**src/rtl/uop_sequencer_pkg.sv**
```systemverilog
// Shared encodings for the uop sequencer: sequencing-op field, FSM states
// and default ROM geometry.
package uop_sequencer_pkg;

  localparam int DEF_UOP_BUF_SIZE  = 256;
  localparam int DEF_UOP_BUF_WIDTH = 64;
  localparam int DEF_RSTACK_DEPTH  = 4;
  localparam int DEF_RESET_VECTOR  = 0;

  // Sequencing op lives in the top SEQ_OP_W bits; target follows directly below.
  localparam int SEQ_OP_W = 3;

  typedef enum logic [SEQ_OP_W-1:0] {
    OP_NEXT = 3'b000,
    OP_JUMP = 3'b001,
    OP_CALL = 3'b010,
    OP_RET  = 3'b011,
    OP_HALT = 3'b100
  } seq_op_e;

  localparam logic [1:0] ST_RUN  = 2'd0;
  localparam logic [1:0] ST_HALT = 2'd1;
  localparam logic [1:0] ST_ERR  = 2'd2;

endpackage

```
**src/rtl/uop_rstack.sv**
```systemverilog
// Return-address stack for the uop sequencer; only built when
// UOP_SEQ_RSTACK_EN is defined. Clear has priority over push/pop.
`ifdef UOP_SEQ_RSTACK_EN
module uop_rstack #(
  parameter int DEPTH = 4,
  parameter int DW    = 8
) (
  input  logic          clk,
  input  logic          reset,
  input  logic          clear,
  input  logic          push,
  input  logic          pop,
  input  logic [DW-1:0] data,
  output logic [DW-1:0] top,
  output logic          full,
  output logic          empty
);

  localparam int PW = $clog2(DEPTH);

  logic [DW-1:0] mem [DEPTH];
  logic [PW:0]   cnt;
  logic [PW-1:0] wr_idx;
  logic [PW-1:0] top_idx;

  assign wr_idx  = cnt[PW-1:0];
  assign top_idx = wr_idx - 1'b1;
  assign full    = (cnt == DEPTH[PW:0]);
  assign empty   = (cnt == '0);
  assign top     = mem[top_idx];

  always_ff @(posedge clk) begin
    if (!reset || clear) begin
      cnt <= '0;
    end else if (push && !full) begin
      mem[wr_idx] <= data;
      cnt         <= cnt + 1'b1;
    end else if (pop && !empty) begin
      cnt <= cnt - 1'b1;
    end
  end

endmodule
`endif

```
**src/rtl/uop_sequencer.sv**
```systemverilog
// Microcode sequencer: drives the uop ROM address, decodes sequencing ops and
// delivers uops over valid/stall. Return stack enabled by UOP_SEQ_RSTACK_EN.
//
// state   | meaning
// --------+--------------------------------------------------
// ST_RUN  | fetching sequentially, decoding accepted responses
// ST_HALT | HALT delivered, fetch idle until redirect/reset
// ST_ERR  | stack over/underflow or illegal op, output idle
module uop_sequencer
  import uop_sequencer_pkg::*;
#(
  parameter int UOP_BUF_SIZE  = DEF_UOP_BUF_SIZE,
  parameter int UOP_BUF_WIDTH = DEF_UOP_BUF_WIDTH,
  parameter int RSTACK_DEPTH  = DEF_RSTACK_DEPTH,
  parameter int RESET_VECTOR  = DEF_RESET_VECTOR,
  localparam int AW = $clog2(UOP_BUF_SIZE)
) (
  input  logic                     clk,
  input  logic                     reset,
  output logic [AW-1:0]            uop_addr,
  input  logic [UOP_BUF_WIDTH-1:0] uop,
  input  logic                     next_stalled,
  input  logic                     redirect_valid,
  input  logic [AW-1:0]            redirect_addr,
  output logic                     out_valid,
  output logic [UOP_BUF_WIDTH-1:0] out_uop,
  output logic [AW-1:0]            out_pc,
  output logic                     halted,
  output logic                     seq_error
);

  if (RSTACK_DEPTH < 2 || (RSTACK_DEPTH & (RSTACK_DEPTH - 1)) != 0) begin : g_bad_depth
    $error("RSTACK_DEPTH must be a power of two, at least 2");
  end

  logic [1:0]               state;
  logic [AW-1:0]            fa;
  logic                     rsp_valid;
  logic [AW-1:0]            rsp_pc;
  logic                     skid_valid;
  logic [UOP_BUF_WIDTH-1:0] skid_uop;
  logic [AW-1:0]            skid_pc;

  logic                     src_valid;
  logic [UOP_BUF_WIDTH-1:0] src_uop;
  logic [AW-1:0]            src_pc;
  logic                     out_free;
  logic                     accept;
  logic                     fetch_en;
  seq_op_e                  op;
  logic [AW-1:0]            jump_tgt;
  logic [AW-1:0]            next_fa;
  logic                     deliver;
  logic                     take;
  logic                     go_halt;
  logic                     go_err;

  // The skid entry, when present, is always older than any ROM response.
  assign src_valid = skid_valid | rsp_valid;
  assign src_uop   = skid_valid ? skid_uop : uop;
  assign src_pc    = skid_valid ? skid_pc  : rsp_pc;

  assign out_free = !out_valid || !next_stalled;
  assign accept   = (state == ST_RUN) && src_valid && out_free;
  assign op       = seq_op_e'(src_uop[UOP_BUF_WIDTH-1 -: SEQ_OP_W]);
  assign jump_tgt = src_uop[UOP_BUF_WIDTH-SEQ_OP_W-1 -: AW];

  // Stop fetching once a response would have nowhere to land next cycle.
  assign fetch_en = (state == ST_RUN) && (out_free || (!skid_valid && !rsp_valid));

`ifdef UOP_SEQ_RSTACK_EN
  logic          rs_push;
  logic          rs_pop;
  logic [AW-1:0] rs_top;
  logic          rs_full;
  logic          rs_empty;

  uop_rstack #(
    .DEPTH (RSTACK_DEPTH),
    .DW    (AW)
  ) u_rstack (
    .clk   (clk),
    .reset (reset),
    .clear (redirect_valid),
    .push  (rs_push),
    .pop   (rs_pop),
    .data  (src_pc + 1'b1),
    .top   (rs_top),
    .full  (rs_full),
    .empty (rs_empty)
  );
`endif

  always_comb begin
    deliver = 1'b0;
    take    = 1'b0;
    go_halt = 1'b0;
    go_err  = 1'b0;
    next_fa = jump_tgt;
`ifdef UOP_SEQ_RSTACK_EN
    rs_push = 1'b0;
    rs_pop  = 1'b0;
`endif
    if (accept) begin
      case (op)
        OP_NEXT: deliver = 1'b1;
        OP_JUMP: begin
          deliver = 1'b1;
          take    = 1'b1;
        end
`ifdef UOP_SEQ_RSTACK_EN
        OP_CALL: begin
          if (rs_full) begin
            go_err = 1'b1;
          end else begin
            deliver = 1'b1;
            take    = 1'b1;
            rs_push = 1'b1;
          end
        end
        OP_RET: begin
          if (rs_empty) begin
            go_err = 1'b1;
          end else begin
            deliver = 1'b1;
            take    = 1'b1;
            rs_pop  = 1'b1;
            next_fa = rs_top;
          end
        end
`endif
        OP_HALT: begin
          deliver = 1'b1;
          go_halt = 1'b1;
        end
        default: go_err = 1'b1;
      endcase
    end
  end

  always_ff @(posedge clk) begin
    if (!reset) begin
      state      <= ST_RUN;
      fa         <= RESET_VECTOR[AW-1:0];
      rsp_valid  <= 1'b0;
      rsp_pc     <= '0;
      skid_valid <= 1'b0;
      skid_uop   <= '0;
      skid_pc    <= '0;
      out_valid  <= 1'b0;
      out_uop    <= '0;
      out_pc     <= '0;
    end else if (redirect_valid) begin
      state      <= ST_RUN;
      fa         <= redirect_addr;
      rsp_valid  <= 1'b0;
      skid_valid <= 1'b0;
      out_valid  <= 1'b0;
    end else begin
      // Any flow change squashes the wrong-path fetch issued this cycle.
      if (go_err) begin
        state     <= ST_ERR;
        rsp_valid <= 1'b0;
      end else if (go_halt) begin
        state     <= ST_HALT;
        rsp_valid <= 1'b0;
      end else if (take) begin
        fa        <= next_fa;
        rsp_valid <= 1'b0;
      end else begin
        rsp_valid <= fetch_en;
        rsp_pc    <= fa;
        if (fetch_en) fa <= fa + 1'b1;
      end

      if (out_free) begin
        skid_valid <= 1'b0;
      end else if (rsp_valid && !skid_valid) begin
        skid_valid <= 1'b1;
        skid_uop   <= uop;
        skid_pc    <= rsp_pc;
      end

      if (out_free) begin
        out_valid <= deliver;
        if (deliver) begin
          out_uop <= src_uop;
          out_pc  <= src_pc;
        end
      end
    end
  end

  assign uop_addr  = fa;
  assign halted    = (state == ST_HALT);
  assign seq_error = (state == ST_ERR);

endmodule

```
**config.mk**
```make
export PLATFORM = sky130hd
export DESIGN_NAME = uop_sequencer
export DESIGN_NICKNAME = d
export VERILOG_FILES = /design/src/rtl/uop_sequencer_pkg.sv /design/src/rtl/uop_rstack.sv /design/src/rtl/uop_sequencer.sv
export SDC_FILE = /design/constraint.sdc
export NUM_CORES = 1
export LEC_CHECK = 0
export CORE_UTILIZATION = 51
export DETAILED_ROUTE_END_ITERATION = 6
export GPL_TIMING_DRIVEN = 0
export PLACE_DENSITY = 0.81
export SYNTH_ARGS = -nofsm -noshare
export SYNTH_HDL_FRONTEND = slang
export SYNTH_SLANG_ARGS = --single-unit
export TNS_END_PERCENT = 100
```
**constraint.sdc**
```tcl
create_clock -name clk -period 2.45 [get_ports clk]
set_clock_uncertainty 0.05 [all_clocks]
set_input_delay 0.735 -clock clk [delete_from_list [all_inputs] [get_ports clk]]
set_output_delay 0.735 -clock clk [all_outputs]
set_load 0.02 [all_outputs]
```
==> results.py, run 1 <==
metrics = {
    "outcome": {
        "outcome": "completed",
    },
    "layout": {
        "diodes": 0,
        "area_delta_synth_final_pct": 33.4,
        "final_cell_mix": "226 x nand2_1, 165 x dfxtp_1, 154 x clkdlybuf4s50_1, 81 x mux2i_1, 73 x o211a_1",
        "drive_gt1_share_pct": 7.71,
        "stdcell_area_sq_um": 9480,
        "instances_no_fill": 1123,
        "final_common_cell": "nand2_1",
        "final_net_count": 1015,
    },
    "cts": {
        "cts_buffer_depth": 2,
        "htreeDepth": 4,
        "cts-root-buf": "clkbuf_16",
        "cts_tree": "built",
        "cts_buffers": 17,
        "cts_sinks": 165,
        "clkTransAtPathRegs_ps": 60,
        "clock_latency_ps": 420,
    },
    "logic_synthesis": {
        "synth.distinct_cells": 43,
        "synth_area_sq_um": 7110,
        "postSynth.asyncResetShare_pct": 0,
        "ys_ff_latch": 165,
        "synth_top_cell_area_share_pct": 46.5,
        "synthesis.nets": 839,
        "synth.area.top_cells": "dfxtp_1 46%, nand2_1 12%, mux2i_1 11%",
        "synthCells": 762,
        "seq_area_frac_synth_pct": 46.5,
        "synth-main-ff-cell": "dfxtp_1",
        "yosysWarnings": 0,
        "yosys.area.top_type": "dfxtp_1",
        "synth-edff-count": 0,
        "synth.avg_cell_area_sq_um": 9.33,
    },
    "critical_path": {
        "path_buf_inv": 4,
        "crit_top_cell": "buf_4",
        "cpLargestDelayFamily": "buffers and inverters",
        "worstPathArrival_ps": 2680,
        "max_stage_delay_ps": 480,
        "r2r_setup_slack_ps": 200,
        "crit_fanout": 10,
        "cp.required_ps": 2710,
        "critical_path_class": "in -> reg",
        "r2r-end": "out_uop[34]$_SDFFE_PN0P_",
        "startpoint": "uop[62]",
        "r2r-start": "skid_valid$_SDFFE_PP0P_",
        "cp-end-kind": "register",
        "slowest_stage": "clkdlybuf4s50_1",
        "worst_setup_path_start_kind": "input pin",
        "r2r_cells": 7,
        "cp_cell_sequence": "clkdlybuf4s50_1 > nor3_2 > nor2_2 > a2111oi_4 > buf_4 > buf_6 > buf_4 > nand2_1 > o211a_1",
    },
    "pwr": {
        "p_leak_nw": 4.08,
        "powerDensity_nw_per_um2": 611,
        "p_sw_share_pct": 23.1,
        "max-vdd-ir-drop_uv": 503,
        "finalPower_mw": 5.79,
        "p_comb_share_pct": 10.3,
        "p_seq_share_pct": 48.3,
        "p_int_mw": 4.46,
        "p_sw_mw": 1.34,
        "clkPwrFrac_pct": 41.4,
    },
    "grt": {
        "overflow": 0,
        "grt_use_met3_pct": 6.51,
        "grt_use_total_pct": 25.6,
        "grt_max_degree": 17,
        "grt_pass1_wl_um": 29200,
        "top_usage_layer": "met2",
        "antenna_found_initial": 0,
        "met2_usage_pct": 40.9,
        "grt_pass1_vias": 5913,
        "grt_use_met1_pct": 33.5,
    },
    "timing": {
        "fin_setup_tns_ps": 0,
        "setup_viol": 0,
        "timing.final.ws_setup_ps": 35.3,
        "report.final.slew_viol_count": 0,
        "slew_headroom_pct": 51.6,
        "tightest_slew_ps": 726,
        "max_freq_ghz": 0.414,
        "min_period_over_period_pct": 98.6,
        "hold_violations": 0,
        "final.min_clock_period_ps": 2410,
    },
    "route": {
        "drtAntennaViolNets": 0,
        "drtIter0Drc": 331,
        "wire_per_inst_um": 15.9,
        "vias": 5993,
        "drt-total-wl_um": 17800,
        "route.detailed.drc": 0,
        "firstDrtPassIters": 5,
        "via_per_inst": 5.34,
    },
    "placed_design": {
        "io_buffer_count": 156,
        "dp_cells": 1094,
        "place_ws_ps": -655,
        "place_area_sq_um": 8890,
        "hpwlAfterDp_um": 12200,
        "place.gp.congestion": 0.799,
    },
    "floorplan": {
        "fp.dieW_um": 120,
        "io-pin-count": 159,
        "die_area_sq_um": 14400,
        "die_h_um": 120,
        "core_area_sq_um": 13400,
        "fp-row-count": 42,
        "start_util_pct": 53.1,
    },
    "worst_hold_path": {
        "hold_end": "out_uop[62]$_SDFFE_PN0P_",
        "holdPathStages": 2,
        "hold_start": "out_uop[62]$_SDFFE_PN0P_",
        "hp-class": "reg -> reg",
    },
    "run": {
        "max_cap_viol_count": 0,
    },
}
-- cells by family (layout without fill, tap and decap cells) --
family / count (synthesis) / in the layout / share of synthesized area [%]
AND/OR/NAND/NOR: 269 / 269 / 15.7
AO/OA/AOI/OAI: 173 / 173 / 21.0
flip-flops: 165 / 165 / 46.5
multiplexers: 86 / 86 / 12.2
buffers and inverters: 63 / 248 / 3.78
XOR/XNOR: 5 / 5 / 0.616
adder cells (fa/ha/maj): 1 / 1 / 0.176
-- worst max-delay path by stage --
stage,slack [ps],endpoint,depth (start not counted)
global route,-1,out_uop[17]$_SDFFE_PN0P_,8
floorplan,170,skid_pc[0]$_SDFFE_PN0P_,6
global placement,-650,out_uop[26]$_SDFFE_PN0P_,8
finish,40,out_uop[63]$_SDFFE_PN0P_,9
detailed placement,-660,out_uop[60]$_SDFFE_PN0P_,8
CTS,7,out_uop[17]$_SDFFE_PN0P_,8
-- what timing repair did --
action,CTS,global route
pin swaps,1,2
hold endpoints to repair,0,0
setup buffers,2,2
gates resized for setup,5,37
hold buffers,0,0
endpoints found under the setup margin,141,124
cloned,0,1
-- layout make-up --
cell class                      count  area (sq um)
Fill cell                        1094          3920
Multi-Input combinational cell    534          3540
Sequential cell                   165          3300
Timing Repair Buffer              161          1610
Clock buffer                       22           454
Buffer                             57           288
Tap cell                          176           220
Clock inverter                      6          57.6
Inverter                            2          7.51
-- power groups by stage --
stage | registers, mW | clock network, mW | logic, mW
after CTS | 2.80 | 2.42 | 0.593
after global routing | 2.81 | 2.53 | 0.643
after global placement | 2.86 | 0 | 0.584
after floorplan | 2.91 | 0 | 0.226
final | 2.80 | 2.40 | 0.596
after detailed placement | 2.86 | 0 | 0.588
-- metrics by stage --
step / utilization [%] / hold slack [ps]
after global placement: 66.4 / 372
after CTS: 70.2 / 385
after global routing: 70.8 / 403
after detailed placement: 66.4 / 373
after floorplan: - / 390
final: 70.8 / 391
-- flip-flops by register name, indices dropped and copies added (netlist names) --
register,count
out_uop,64
skid_uop,64
out_pc,8
rsp_pc,8
skid_pc,8
uop_addr,8
state,2
out_valid,1
rsp_valid,1
skid_valid,1
-- synth_stat cells, types with 5 or more instances --
library cell  count
nand2_1         226
nor2b_1          13
nor2_1            9
clkbuf_1         38
mux2_2            5
dfxtp_1         165
a21boi_0         72
o211a_1          73
o21ai_0           5
mux2i_1          81
o211ai_1          5
buf_2            17
-- worst register-to-register path, delay by kind of cell, from the launching register on --
family          cells  cell delay [ps]
simple gates        1               80
compound gates      1              120
buf+inv             4             1320
mux                 1              270
flops               1              300
-- routing by layer --
layer	part of all wire (%)	up-vias	routed length, um
li1	-	2983	-
met1	45	2818	8090
met2	46	168	8250
met3	6.8	24	1220
met4	1.5	0	265
met5	0	-	0
(Power assumes the default switching activity.)
==> inputs of run 2 (changes only) <==
--- a/config.mk
+++ b/config.mk
@@ -8,6 +8,7 @@
 export CORE_UTILIZATION = 51
 export DETAILED_ROUTE_END_ITERATION = 6
 export GPL_TIMING_DRIVEN = 0
+export MAX_ROUTING_LAYER = met4
 export PLACE_DENSITY = 0.81
 export SYNTH_ARGS = -nofsm -noshare
 export SYNTH_HDL_FRONTEND = slang
==> run 2 against run 1 <==
  * Routed wire length rose by 0.27%
  * Sequential power barely moved
  * First-iteration DRC count increased by 0.30%
  * Register-to-register slack barely moved
  * Flip-flop and latch count unchanged
  * Clock power barely moved
  * Critical path type unchanged
  * Largest cell class unchanged
==> results.py, run 2 (synthesis gave the netlist of run 1 again) <==
metrics = {
    "layout": {
        "final_common_cell": "nand2_1",
        "final_cell_mix": "226 x nand2_1, 165 x dfxtp_1, 154 x clkdlybuf4s50_1, 81 x mux2i_1, 73 x o211a_1",
        "final_net_count": 1015,
        "instances_no_fill": 1123,
        "drive_gt1_share_pct": 7.71,
        "area_delta_synth_final_pct": 33.4,
        "final_util_pct": 70.8,
        "largestRegisters": "out_uop x64, skid_uop x64",
        "diodes": 0,
    },
    "floorplan": {
        "start_util_pct": 53.1,
        "fp.dieW_um": 120,
        "die_area_sq_um": 14400,
        "fp-row-count": 42,
        "core_area_sq_um": 13400,
        "die_h_um": 120,
        "io-pin-count": 159,
    },
    "critical_path": {
        "cp.required_ps": 2710,
        "crit_top_cell": "buf_4",
        "cp-end-kind": "register",
        "critical_path_class": "in -> reg",
        "worstPathArrival_ps": 2660,
        "slowest_stage": "clkdlybuf4s50_1",
        "max_stage_delay_ps": 480,
        "cp_cell_sequence": "clkdlybuf4s50_1 > nor3_2 > nor2_2 > a2111oi_4 > buf_4 > buf_6 > buf_4 > nand2_1 > o211a_1",
        "crit_fanout": 10,
        "worst_setup_path_start_kind": "input pin",
        "cpLargestDelayFamily": "buffers and inverters",
        "path_buf_inv": 4,
    },
    "placed_design": {
        "place_ws_ps": -655,
        "place.gp.congestion": 0.810,
        "hpwlAfterDp_um": 12200,
        "io_buffer_count": 156,
        "dp_cells": 1094,
    },
    "run": {
        "max_cap_viol_count": 0,
    },
    "timing": {
        "hold_violations": 0,
        "hold_ws_ps": 390,
        "slew_headroom_pct": 51.1,
        "setup_viol": 0,
        "tightest_slew_ps": 734,
        "min_period_over_period_pct": 98.0,
        "max_freq_ghz": 0.417,
        "final.min_clock_period_ps": 2400,
        "report.final.slew_viol_count": 0,
        "timing.final.ws_setup_ps": 49.2,
    },
    "pwr": {
        "powerDensity_nw_per_um2": 610,
        "max-vdd-ir-drop_uv": 502,
        "p_leak_nw": 4.08,
        "finalPower_mw": 5.79,
    },
    "grt": {
        "grt_max_degree": 17,
        "grt_pass1_wl_um": 29300,
        "overflow": 0,
        "grt_use_total_pct": 26.4,
        "grt_pass1_vias": 5925,
        "antenna_found_initial": 0,
    },
    "route": {
        "drtIter0Drc": 332,
        "route.detailed.drc": 0,
        "drt-total-wl_um": 17900,
        "firstDrtPassIters": 5,
        "via_per_inst": 5.36,
        "wire_per_inst_um": 15.9,
        "drtAntennaViolNets": 0,
        "vias": 6016,
    },
    "cts": {
        "cts_tree": "built",
        "htreeDepth": 4,
        "cts_buffer_depth": 2,
        "cts-root-buf": "clkbuf_16",
        "clkTransAtPathRegs_ps": 60,
        "clock_latency_ps": 420,
        "cts_sinks": 165,
        "cts_buffers": 17,
    },
    "worst_hold_path": {
        "hp-class": "reg -> reg",
    },
    "outcome": {
        "outcome": "completed",
    },
}
[run 2: cell counts in the layout (fill, tap and decap cells not counted)]
Identical to the previous run, type by type.
[run 2: where the power goes]
group	leakage (nW)	internal (mW)	switching [mW]
Sequential	1.34	2.75	0.0535
Clock	0.251	1.39	0.999
Combinational	2.49	0.320	0.277
Total	4.08	4.46	1.33
[run 2: path summary, 6_finish.rpt]
path,start,end,slack [ps],cells past startpoint
worst max-delay path,uop[62],out_uop[63]$_SDFFE_PN0P_,50,9
worst min-delay path,out_uop[62]$_SDFFE_PN0P_,out_uop[62]$_SDFFE_PN0P_,390,2
worst max register to register,skid_valid$_SDFFE_PP0P_,out_uop[34]$_SDFFE_PN0P_,200,7
worst min register to register,out_uop[62]$_SDFFE_PN0P_,out_uop[62]$_SDFFE_PN0P_,390,2
[run 2: through the flow]
stage               TNS, ps  instance area, sq um
floorplan                 0                  7110
global placement     -81100                  8890
detailed placement   -83970                  8890
CTS                       0                  9410
global route          -1.03                  9480
finish                    0                  9480
[run 2: what timing repair did]
item	CTS	global route
setup buffers	2	2
hold buffers	0	0
gates cloned	0	1
resized for setup	5	37
endpoints found under the setup margin	141	123
pin swaps	1	2
[run 2: layout make-up]
class | count | area [sq um]
Buffer | 57 | 288
Clock buffer | 22 | 454
Clock inverter | 6 | 57.6
Fill cell | 1094 | 3920
Inverter | 2 | 7.51
Multi-Input combinational cell | 534 | 3540
Sequential cell | 165 | 3300
Tap cell | 176 | 220
Timing Repair Buffer | 161 | 1610
[run 2: worst reg2reg max path: cells and delay by family (launching register included)]
kind | cells | cell delay, ps
buf+inv | 4 | 1330
flops | 1 | 300
compound gates | 1 | 120
simple gates | 1 | 80
mux | 1 | 270
[run 2: metal layers]
metal	vias to the layer above	global-route usage (%)	part of all wire (%)
li1	2986	-	-
met1	2843	33.8	46
met2	166	40.9	46
met3	21	6.32	6.5
met4	0	8.67	1.4
met5	-	-	0
